$ cat src/rtl/bus_arbiter.sv
// bus_arbiter: round-robin arbiter that muxes NUM_REQ requesters onto one system bus.
// Optional watchdog on bus ownership is compiled in with BUS_ARBITER_WDOG_EN.
`default_nettype none

module bus_arbiter #(
  parameter int NUM_REQ        = 4,
  parameter int BUS_DATA_WIDTH = 64,
  parameter int BUS_TAG_WIDTH  = 13,
  parameter int WDOG_CYCLES    = 1024
) (
  input  logic                               clk,
  input  logic                               reset,
  input  logic [NUM_REQ-1:0]                 abtr_reqcyc,
  input  logic [NUM_REQ-1:0]                 bus_busy,
  output logic [NUM_REQ-1:0]                 abtr_grant,
  input  logic [NUM_REQ-1:0]                 req_reqcyc,
  input  logic [NUM_REQ*BUS_DATA_WIDTH-1:0]  req_req,
  input  logic [NUM_REQ*BUS_TAG_WIDTH-1:0]   req_reqtag,
  input  logic [NUM_REQ-1:0]                 req_respack,
  output logic                               main_bus_reqcyc,
  output logic [BUS_DATA_WIDTH-1:0]          main_bus_req,
  output logic [BUS_TAG_WIDTH-1:0]           main_bus_reqtag,
  output logic                               main_bus_respack,
  input  logic                               main_bus_respcyc,
  output logic [NUM_REQ-1:0]                 req_respcyc,
  output logic                               owner_valid,
  output logic [2:0]                         owner_id,
  output logic                               arb_error
);

  localparam int SEL_W = (NUM_REQ > 1) ? $clog2(NUM_REQ) : 1;

  localparam logic [1:0] S_IDLE    = 2'd0;
  localparam logic [1:0] S_GRANT   = 2'd1;
  localparam logic [1:0] S_OWNED   = 2'd2;
  localparam logic [1:0] S_RELEASE = 2'd3;

  if (NUM_REQ < 2 || NUM_REQ > 8 || WDOG_CYCLES < 1) begin : g_param_check
    $error("bus_arbiter: illegal parameter value");
  end

  logic [1:0]         state, next_state;
  logic [SEL_W-1:0]   sel, next_sel, rr_ptr, rr_next, pick;
  logic               found;
  logic               wdog_hit;
  logic [NUM_REQ-1:0] next_grant;

  // First requester at or after rr_ptr, wrapping modulo NUM_REQ.
  always_comb begin
    int idx;
    idx   = 0;
    found = 1'b0;
    pick  = '0;
    for (int i = 0; i < NUM_REQ; i++) begin
      idx = int'(rr_ptr) + i;
      if (idx >= NUM_REQ) idx = idx - NUM_REQ;
      if (!found && abtr_reqcyc[idx]) begin
        found = 1'b1;
        pick  = SEL_W'(idx);
      end
    end
  end

  assign rr_next = (sel == SEL_W'(NUM_REQ - 1)) ? '0 : sel + SEL_W'(1);

  always_ff @(posedge clk or negedge reset) begin
    if (!reset) begin
      state      <= S_IDLE;
      sel        <= '0;
      rr_ptr     <= '0;
      abtr_grant <= '0;
    end else begin
      state      <= next_state;
      sel        <= next_sel;
      abtr_grant <= next_grant;
      if (state == S_RELEASE) rr_ptr <= rr_next;
    end
  end

  always_comb begin
    next_state = state;
    next_sel   = sel;
    case (state)
      S_IDLE: begin
        if (found) begin
          next_state = S_GRANT;
          next_sel   = pick;
        end
      end
      S_GRANT: begin
        if (bus_busy[sel])          next_state = S_OWNED;
        else if (!abtr_reqcyc[sel]) next_state = S_RELEASE;
      end
      S_OWNED: begin
        if (!bus_busy[sel] || wdog_hit) next_state = S_RELEASE;
      end
      default: next_state = S_IDLE;
    endcase
    next_grant = '0;
    if (next_state == S_GRANT || next_state == S_OWNED) next_grant[next_sel] = 1'b1;
  end

`ifdef BUS_ARBITER_WDOG_EN
  localparam int CNT_W = $clog2(WDOG_CYCLES + 1);

  logic [CNT_W-1:0] wdog_cnt;
  logic             err;

  always_ff @(posedge clk or negedge reset) begin
    if (!reset) begin
      wdog_cnt <= '0;
      err      <= 1'b0;
    end else begin
      if (state == S_GRANT && next_state == S_OWNED) wdog_cnt <= '0;
      else if (state == S_OWNED)                     wdog_cnt <= wdog_cnt + CNT_W'(1);
      if (wdog_hit && bus_busy[sel]) err <= 1'b1;
    end
  end

  // The limit is reached on the WDOG_CYCLES-th OWNED cycle.
  assign wdog_hit  = (state == S_OWNED) && (wdog_cnt == CNT_W'(WDOG_CYCLES - 1));
  assign arb_error = err;
`else
  assign wdog_hit  = 1'b0;
  assign arb_error = 1'b0;
`endif

  always_comb begin
    main_bus_reqcyc  = 1'b0;
    main_bus_req     = '0;
    main_bus_reqtag  = '0;
    main_bus_respack = 1'b0;
    req_respcyc      = '0;
    owner_valid      = 1'b0;
    owner_id         = 3'd0;
    if (state == S_GRANT || state == S_OWNED) begin
      owner_valid      = 1'b1;
      owner_id         = 3'(sel);
      main_bus_reqcyc  = req_reqcyc[sel];
      main_bus_req     = req_req[sel*BUS_DATA_WIDTH +: BUS_DATA_WIDTH];
      main_bus_reqtag  = req_reqtag[sel*BUS_TAG_WIDTH +: BUS_TAG_WIDTH];
      main_bus_respack = req_respack[sel];
    end
    if (state == S_OWNED) req_respcyc[sel] = main_bus_respcyc;
  end

endmodule

`default_nettype wire

$ cat config.mk
export PLATFORM = sky130hd
export DESIGN_NAME = bus_arbiter
export DESIGN_NICKNAME = d
export VERILOG_FILES = /design/src/rtl/bus_arbiter.sv
export SDC_FILE = /design/constraint.sdc
export NUM_CORES = 1
export LEC_CHECK = 0
export BUFFER_PORTS_ARGS = -buffer_cell sky130_fd_sc_hd__clkbuf_2
export CORE_AREA = 2 2 161 163
export DETAILED_ROUTE_END_ITERATION = 7
export DIE_AREA = 0 0 163 165
export PLACE_DENSITY = 0.5
export RECOVER_POWER = 100
export SYNTH_ARGS = -nofsm -noshare
export SYNTH_HDL_FRONTEND = slang
export SYNTH_SLANG_ARGS = --single-unit
$ cat constraint.sdc
create_clock -name clk -period 4.6 [get_ports clk]
set_input_delay 0.92 -clock clk [delete_from_list [all_inputs] [get_ports clk]]
set_output_delay 0.92 -clock clk [all_outputs]
set_load 0.01 [all_outputs]
==> flow_summary.toml <==
[cells_and_area]
final_common_cell = "clkbuf_2"
stdcell_area_sq_um = 5573
nFillCells = 2794
fin_nets = 997
area_growth_pct = 74.53
diodes = 0
drive_above_1_share_pct = 68.03
layout_common_cells = "clkbuf_2 (355), mux4_2 (79), clkbuf_1 (62), and2_1 (54), and2_0 (28)"

[cts]
cts-buffers-inserted = 3
worstSkewPairLatency_ns = 0.24
post_cts_buffers = 0
cts_sinks = 10
h-tree-depth = 1
cts-resized-gates = 0
root_buffer = "clkbuf_16"
holdBufCountCts = 0
clk_pin_slew_ns = 0.04
cts_tree = "yes"
clockBufferDepth = 2

[setup_path]
reg2reg_from = "sel[1]$_DFF_PN0_"
cp_max_fo = 50
r2r_slack_ns = 1.11
slowest_stage = "dfrtp_1"
cp_data_required_time_ns = 3.68
rr_endpoint = "abtr_grant[2]$_DFF_PN0_"
worstRegToRegCells = 6
crit_arrival_ns = 2.87
worstSetupPathType = "reg -> out"
crit_chain = "buf_12 -> mux4_2 -> and2_1 -> clkbuf_1"
cp-start-kind = "register"
critical-path-max-stage-delay_ns = 1.50
critPathCaptureType = "output port"

[timing]
timing.final.crit_share_pct = 82.33
setup_viol = 0
grt_setup_unrepaired = "false"
whs_ns = 0.5694
min_period_ns = 3.787
finalMaxSlewViolations = 39
finalSetupTns_ns = 0
tightestPinTransition_ns = 1.777
clock_skew_ns = 0.002093
max_slew_margin_pct = -18.46
hold_violations = 0
fmax_mhz = 264.0

[floorplan]
rows = 58
die_h_um = 165
initial_core_util_pct = 12.75
dieArea_sq_um = 26900
die_w_um = 163
boundaryPins = 419
coreArea_sq_um = 25040

[global_route]
antenna_found_initial = 2
use_met2_pct = 19.61
use_met1_pct = 14.49
overflow = 0
track_usage_pct = 11.11
grt_pass1_vias = 3978
grt_busiest_layer = "met2"
grt_pass1_wl_mm = 22.71
use_met3_pct = 1.883
grt_max_degree = 51

[synthesis]
ys_ff_latch = 10
synth.avg_cell_area_sq_um = 12.05
synth-main-ff-cell = "dfrtp_1"
ys_seq_area_share_pct = 7.837
synth_warnings = 0
synth_edf_count = 0
async_flop_share_pct = 100.0
synth_cell_types = 34
syn-cell-area_sq_um = 3193
postSynthCellCount = 265

[placed_design]
io_buffers = 416
post-dp-hpwl_mm = 15.15
place_area_sq_um = 5627
gp_congestion = 0.7645

[worst_hold_path]
hp-class = "reg -> reg"
hold_path_end = "rr_ptr[0]$_DFFE_PN0N_"
hold_path_startpoint = "rr_ptr[0]$_DFFE_PN0N_"
hold_path_depth = 1

[power_and_ir_drop]
finalPower_uw = 3108
power.leakage_uw = 0.002639
powerDensity_nw_per_um2 = 557.6
max-vdd-ir-drop_mv = 0.3109

[routing]
initialDrtViolationCount = 132
drt-pass1-iter-count = 4
drtAntennaViolNets = 0
viasPerCell = 4.074
wirelength_mm = 16.84
wire_per_inst_um = 17.01
dr_total_vias = 4033
drc = 0

[status]
status = "finished, violations left"
violations = "max-capacitance violations, max-slew violations"

[flow_run]
drv_cap = 1
report_power, final:
part	switching [uW]	total [uW]	internal (uW)
Combinational	1320	2680	1360
Sequential	147	276	129
Clock	38.6	155	116
Yosys cell counts (2+ instances only):
master	instances	area share [%]
and3_1	5	0.98
nor2_1	6	0.71
nand2_1	6	0.71
inv_1	4	0.47
ha_1	9	3.5
a21oi_1	2	0.31
buf_2	8	1.3
o21ai_0	2	0.31
buf_4	3	0.71
and2_1	82	16
nand2b_1	3	0.59
buf_1	3	0.35
mux4_2	79	56
dfrtp_1	10	7.8
nor4_1	2	0.39
nor4b_2	2	0.94
mux2_2	5	1.8
o41ai_2	2	1.0
clkbuf_1	17	2.0
critical path: cells and delay by family, from the launching register on:
kind,cells,cell delay [ns]
buffers and inverters,2,0.49
muxes,1,0.41
and+or+nand+nor,1,0.19
DFF,1,1.50
state kept, by name (all words and copies together), names as in the netlist:
register	flops
state	2
rr_ptr	2
sel	2
abtr_grant	4
metal layers:
layer | routed length [um] | share of wire, %
met4 | 188 | 1.1
met2 | 8506 | 51
met3 | 1308 | 7.8
met1 | 6814 | 40
met5 | 19 | 0.11
kinds of logic after synthesis:
family                     synth area share (%)
other                                    0.1174
DFF                                       7.837
and+or+nand+nor                           21.90
muxes                                     57.80
xor gates and xnor gates                 0.5095
AOI/OAI and AO/OA                         3.527
adders and majority gates                 3.527
buffers and inverters                     4.780
area by class of cell:
class	instances	area [sq um]	share of cell area, %
Clock buffer	4	78.83	1.414
Inverter	4	15.01	0.2694
Multi-Input combinational cell	221	2744	49.24
Sequential cell	10	254.0	4.558
Tap cell	330	412.9	7.409
Timing Repair Buffer	421	2068	37.11
how the worst max path moves through the flow:
stage / start / endpoint / slack, ns
final: sel[1]$_DFF_PN0_ / main_bus_req[37] / 0.81
after global routing: sel[1]$_DFF_PN0_ / main_bus_req[37] / 0.68
after CTS: sel[0]$_DFF_PN0_ / main_bus_reqtag[1] / 1.27
after detailed placement: sel[0]$_DFF_PN0_ / main_bus_reqtag[1] / 1.52
after global placement: sel[0]$_DFF_PN0_ / main_bus_req[48] / 1.58
after floorplan: sel[0]$_DFF_PN0_ / main_bus_req[10] / 1.88
stage by stage:
| stage | utilization [%] | std cells | setup WS (ns) |
|---|---|---|---|
| after floorplan | - | 266 | 1.877 |
| after global placement | 22.47 | 986 | 1.578 |
| after detailed placement | 22.47 | 986 | 1.524 |
| after CTS | 22.79 | 990 | 1.272 |
| after global routing | 22.26 | 990 | 0.6770 |
| final | 22.26 | 990 | 0.8127 |
(Power assumes the default switching activity.)
